**config.mk**
```make
export PLATFORM = sky130hd
export DESIGN_NAME = aes_key_sched_ctrl
export DESIGN_NICKNAME = d
export VERILOG_FILES = /design/src/rtl/aes_key_sched_ctrl.sv
export SDC_FILE = /design/constraint.sdc
export NUM_CORES = 1
export LEC_CHECK = 0
export CAP_MARGIN = 20
export CORE_ASPECT_RATIO = 1.2
export CORE_UTILIZATION = 48
export CTS_CLUSTER_SIZE = 16
export DETAILED_ROUTE_END_ITERATION = 16
export GPL_TIMING_DRIVEN = 0
export PLACE_DENSITY_LB_ADDON = 0.12
export SETUP_SLACK_MARGIN = 0.02
export SYNTH_ARGS = -nofsm -noshare
export SYNTH_HDL_FRONTEND = slang
export SYNTH_SLANG_ARGS = --single-unit
export TNS_END_PERCENT = 30
```
**constraint.sdc**
```tcl
create_clock -name clk -period 2.7 [get_ports clk]
set_clock_uncertainty 0.1 [all_clocks]
set_input_delay 0.27 -clock clk [delete_from_list [all_inputs] [get_ports clk]]
set_output_delay 0.27 -clock clk [all_outputs]
set_load 0.05 [all_outputs]
```
**src/rtl/aes_key_sched_ctrl.sv**
```systemverilog
// ---------------------------------------------------------------------------
// aes_key_sched_ctrl
//
// Sequencer in front of an AES-128 key expansion unit. It collects a 128-bit
// cipher key from the host as four 32-bit words, replays them to the expander
// (start pulse followed by four load cycles) and waits for expansion done.
// Once the schedule is ready it serves 128-bit round-key requests by reading
// the expander's 32-bit word port four times per key.
//
// Ports:
//   clk, reset_n         single clock, asynchronous active-low reset
//   key_valid/key_word   host key word stream (MS word first)
//   key_ready            controller accepts key_word this cycle
//   ke_start             one-cycle start pulse to the expander
//   ke_cipher_key        key word presented during the load cycles
//   ke_round_key_num     round-key select to the expander (fetch only)
//   ke_r_index           word select to the expander, 0 = bits 127:96
//   ke_round_key         expander word output (combinational from selects)
//   ke_done              expander done (level)
//   rk_req/rk_num        round-key request, held until rk_req_ack
//   rk_req_ack           one-cycle request accept
//   rk_valid/rk_data     assembled round key, held until rk_ready
//   keys_ready           schedule complete, requests serviceable
//   err                  sticky: expansion timeout or out-of-range rk_num
// ---------------------------------------------------------------------------
module aes_key_sched_ctrl #(
    parameter int unsigned TIMEOUT_CYCLES = 64,
    parameter int unsigned NUM_ROUNDS     = 10
) (
    input  logic         clk,
    input  logic         reset_n,
    input  logic         key_valid,
    input  logic [31:0]  key_word,
    output logic         key_ready,
    output logic         ke_start,
    output logic [31:0]  ke_cipher_key,
    output logic [3:0]   ke_round_key_num,
    output logic [1:0]   ke_r_index,
    input  logic [31:0]  ke_round_key,
    input  logic         ke_done,
    input  logic         rk_req,
    input  logic [3:0]   rk_num,
    output logic         rk_req_ack,
    output logic         rk_valid,
    output logic [127:0] rk_data,
    input  logic         rk_ready,
    output logic         keys_ready,
    output logic         err
);

    localparam logic [15:0] TIMEOUT_LAST = 16'(TIMEOUT_CYCLES - 1);
    localparam logic [3:0]  LAST_ROUND   = 4'(NUM_ROUNDS);

    typedef enum logic [2:0] {
        S_IDLE,
        S_COLLECT,
        S_START,
        S_LOAD,
        S_WAIT_DONE,
        S_READY,
        S_FETCH,
        S_PRESENT
    } state_t;

    state_t            state;
    logic [3:0][31:0]  key_buf;      // key_buf[0] is the first (MS) word
    logic [1:0]        word_cnt;     // word position while collecting / loading
    logic [15:0]       wait_cnt;     // cycles spent in WAIT_DONE
    logic              key_ready_q;  // registered "state accepts key words"
    logic              key_hs;

    // A pending round-key request in READY takes priority over a key word,
    // so the key side is refused in that same cycle.
    assign rk_req_ack = (state == S_READY) && rk_req;
    assign key_ready  = key_ready_q && !rk_req_ack;
    assign key_hs     = key_valid && key_ready;

    always_ff @(posedge clk or negedge reset_n) begin
        if (!reset_n) begin
            state            <= S_IDLE;
            key_buf          <= '0;
            word_cnt         <= '0;
            wait_cnt         <= '0;
            key_ready_q      <= 1'b0;
            ke_start         <= 1'b0;
            ke_cipher_key    <= '0;
            ke_round_key_num <= '0;
            ke_r_index       <= '0;
            rk_valid         <= 1'b0;
            rk_data          <= '0;
            keys_ready       <= 1'b0;
            err              <= 1'b0;
        end else begin
            ke_start <= 1'b0;
            case (state)
                S_IDLE: begin
                    key_ready_q <= 1'b1;
                    if (key_hs) begin
                        key_buf[0] <= key_word;
                        word_cnt   <= 2'd1;
                        err        <= 1'b0;
                        state      <= S_COLLECT;
                    end
                end

                S_COLLECT: begin
                    if (key_hs) begin
                        key_buf[word_cnt] <= key_word;
                        if (word_cnt == 2'd3) begin
                            word_cnt    <= 2'd0;
                            key_ready_q <= 1'b0;
                            ke_start    <= 1'b1;
                            state       <= S_START;
                        end else begin
                            word_cnt <= word_cnt + 2'd1;
                        end
                    end
                end

                S_START: begin
                    ke_cipher_key <= key_buf[0];
                    state         <= S_LOAD;
                end

                // ke_cipher_key already shows key_buf[word_cnt] this cycle
                S_LOAD: begin
                    if (word_cnt == 2'd3) begin
                        ke_cipher_key <= '0;
                        word_cnt      <= 2'd0;
                        wait_cnt      <= '0;
                        state         <= S_WAIT_DONE;
                    end else begin
                        ke_cipher_key <= key_buf[word_cnt + 2'd1];
                        word_cnt      <= word_cnt + 2'd1;
                    end
                end

                // The first cycle ignores ke_done: a done level left over from
                // the previous key can still be high before the expander reacts.
                S_WAIT_DONE: begin
                    if ((wait_cnt != 16'd0) && ke_done) begin
                        keys_ready  <= 1'b1;
                        key_ready_q <= 1'b1;
                        state       <= S_READY;
                    end else if (wait_cnt == TIMEOUT_LAST) begin
                        err         <= 1'b1;
                        key_ready_q <= 1'b1;
                        state       <= S_IDLE;
                    end else begin
                        wait_cnt <= wait_cnt + 16'd1;
                    end
                end

                S_READY: begin
                    if (rk_req) begin
                        if (rk_num <= LAST_ROUND) begin
                            ke_round_key_num <= rk_num;
                            ke_r_index       <= 2'd0;
                            key_ready_q      <= 1'b0;
                            state            <= S_FETCH;
                        end else begin
                            err <= 1'b1;
                        end
                    end else if (key_hs) begin
                        key_buf[0] <= key_word;
                        word_cnt   <= 2'd1;
                        err        <= 1'b0;
                        keys_ready <= 1'b0;
                        state      <= S_COLLECT;
                    end
                end

                S_FETCH: begin
                    case (ke_r_index)
                        2'd0:    rk_data[127:96] <= ke_round_key;
                        2'd1:    rk_data[95:64]  <= ke_round_key;
                        2'd2:    rk_data[63:32]  <= ke_round_key;
                        default: rk_data[31:0]   <= ke_round_key;
                    endcase
                    if (ke_r_index == 2'd3) begin
                        ke_round_key_num <= '0;
                        ke_r_index       <= '0;
                        rk_valid         <= 1'b1;
                        state            <= S_PRESENT;
                    end else begin
                        ke_r_index <= ke_r_index + 2'd1;
                    end
                end

                S_PRESENT: begin
                    if (rk_ready) begin
                        rk_valid    <= 1'b0;
                        key_ready_q <= 1'b1;
                        state       <= S_READY;
                    end
                end

                default: begin
                    state <= S_IDLE;
                end
            endcase
        end
    end

endmodule
```
==> results_dict.tcl <==
set metrics [dict create \
    run_status "completed" \
    fin_cells 1641 \
    grt-ovfl-total 0 \
    powerDensity_nw_per_um2 1380 \
    grt_max_degree 123 \
    grt_pass1_vias 8929 \
    worstSetupPathType "register to register" \
    rsz0062_at_grt "false" \
    report.final.slew_viol_count 0 \
    worstPathArrival_ps 2830 \
    max_freq_ghz 0.389 \
    clock-sinks 320 \
    fin_ws_ps 132 \
    dp_cells 1583 \
    cts_inserted_buffers 34 \
    required_ps 2960 \
    cts_setup_buffers 0 \
    fin_util_pct 63.5 \
    clk_latency_ps 510 \
    synth_flop_cell "dfrtp_1" \
    place_ws_ps -726 \
    dr_wl_met3_mm 1.86 \
    r2r-end "ke_cipher_key[8]" \
    gp_congestion 0.872 \
    wl_met1_mm 13.1 \
    leakage_nw 7.64 \
    dr.max_layer_used "met5" \
    yosys_warnings 0 \
    grt_usage_pct 22.2 \
    die_area_sq_um 29000 \
    grt_antenna_before_repair 1 \
    rows 67 \
    tns_ps 0 \
    die_w_um 155 \
    drt_iter0_drc 346 \
    ys_ff_latch 320 \
    seq_area_frac_synth_pct 59.0 \
    nets 1325 \
    port-buffer-count 245 \
    cts_buffer_depth 3 \
    setup_viol 0 \
    postSynth.asyncResetShare_pct 100 \
    antenna_cells 0 \
    dpl.hpwl_mm 22.1 \
    routed_wl_mm 31.5 \
    rrSetupSlack_ps 130 \
    synth_edf_count 0 \
    fillCellCount 2174 \
    start_util_pct 48.8 \
    hp-class "input pin to asynchronous set/reset pin" \
    grt_pass1_wl_mm 49.7 \
    num_vias 8919 \
    finalCriticalPeriod_ps 2570 \
    tightest_slew_ps 734 \
    dieHeight_um 186 \
    drive_above_1_share_pct 29.7 \
    synth_area_per_cell_sq_um 14.2 \
    vias_per_cell 5.44 \
    synth_area_sq_um 13600 \
    drc 0 \
    ctsHtreeMaxLevel 2 \
    peakVddDrop_v 0.000899 \
    mostFrequentLayoutCell "dfrtp_1" \
    start_kind "register" \
    path_max_fanout 10 \
    area_delta_synth_final_pct 30.3 \
    finalPower_w 0.0245 \
    slew_headroom_pct 51.0 \
    final_cell_mix "320 x dfrtp_1, 251 x mux2_2, 242 x clkdlybuf4s50_1, 65 x nand2_1, 48 x o21ai_0" \
    syn_inst 957 \
    cts.reportedPaths.clkPinSlew_ps 60 \
    hold_viol 0 \
    syn-num-nets 1042 \
    max-cap-violations 0 \
    ios 246 \
    cts_tree "built" \
    cp-end-kind "register" \
    route.met2.wl_mm 15.8 \
    rr_worst_depth 8 \
    drt.antenna.violating_nets 0 \
    dr.pass1.iters 4 \
    coreArea_sq_um 27800 \
    wl_per_cell_um 19.2 \
    ys_types 53 \
    cts_root_buf "clkbuf_16" \
    r2r-start "word_cnt[0]" \
    period_share_pct 95.1 \
]
[how the worst max path moves through the flow]
stage	from	end	slack, ps	depth (start not counted)
global route	word_cnt[0]	ke_cipher_key[1]	20	8
detailed placement	word_cnt[0]	ke_cipher_key[21]	-730	9
global placement	reset_n	key_buf[70]	-12730	1
CTS	word_cnt[0]	ke_cipher_key[8]	80	8
finish	word_cnt[0]	ke_cipher_key[8]	130	8
floorplan	word_cnt[0]	ke_cipher_key[30]	150	9
[cell type report]
type                            instances  area, sq um  share of cell area, %
Buffer                                 53          273                   1.54
Clock buffer                           48          975                   5.51
Clock inverter                         10          113                  0.637
Inverter                               13         48.8                  0.276
Multi-Input combinational cell        570         5270                   29.8
Sequential cell                       320         8010                   45.3
Tap cell                              379          474                   2.68
Timing Repair Buffer                  248         2520                   14.3
[Yosys cell counts (all sizes together) (2+ instances only)]
cell type  count  area, sq um
ha            11          138
nor3b          2         15.0
or4            7         52.6
dfrtp        320         8010
buf           35          173
nor4           4         31.3
mux2         256         2880
nor2b          2         20.0
or3            2         12.5
o211ai         4         30.0
clkbuf        19         71.3
o31ai          6         45.0
nand2         66          255
nand2b         2         12.5
nand4          2         12.5
o2111ai        2         17.5
a21oi         18         90.1
and2           3         18.8
inv           13         48.8
a211oi         2         15.0
nor2          21         78.8
a22oi         32          240
mux4          32          721
a31oi          3         18.8
nand3         14         75.1
o21ai         50          258
and3           6         42.5
xor2           2         17.5
o22ai          3         18.8
a22o           6         52.6
[sequential cells by signal, indices dropped and copies added (netlist names)]
signal and count:
key_ready_q 1, ke_round_key_num 4, err 1, rk_valid 1
ke_r_index 2, wait_cnt 16, ke_start 1, state 3
ke_cipher_key 32, key_buf 128, keys_ready 1, rk_data 128
word_cnt 2
[per-layer routing]
metal,up-vias,GRT usage [%]
li1,4092,-
met1,4533,27.8
met2,243,39.1
met3,49,4.36
met4,2,6.43
met5,-,0
[logic make-up (layout without fill, tap and decap cells)]
group,Yosys count,count (layout),synth area share (%)
and+or+nand+nor,136,136,4.90
muxes,289,289,26.6
AOI/OAI and AO/OA,132,132,6.16
xor gates and xnor gates,2,2,0.129
DFF,320,320,59.0
adders and majority gates,11,11,1.01
buffers and inverters,67,372,2.16
[timing repair]
item | in CTS | in global routing
cloned | 0 | 0
hold endpoints to repair | 77 | 0
hold buffers | 1 | 0
resized for setup | 15 | 6
endpoints found under the setup margin | 94 | 45
[worst max-delay path: stages (launching register included)]
cell and delay [ps]:
dfrtp_1 400, buf_4 230, buf_6 200, inv_1 80, ha_2 420, clkbuf_4 280
mux4_2 310, a22oi_1 270, o21ai_0 120
[stage by stage]
step	cell area (sq um)	hold slack [ps]
after floorplan	13600	-126
after global placement	16500	367
after detailed placement	16600	201
after CTS	17700	269
after global routing	17700	294
final	17700	255
[power by group]
part           total, W  internal [W]  switching (W)
logic            0.0119       0.00486        0.00703
registers       0.00801       0.00691        0.00110
clock network   0.00456       0.00271        0.00185
total            0.0245        0.0145        0.00998
(Power assumes the default switching activity.)
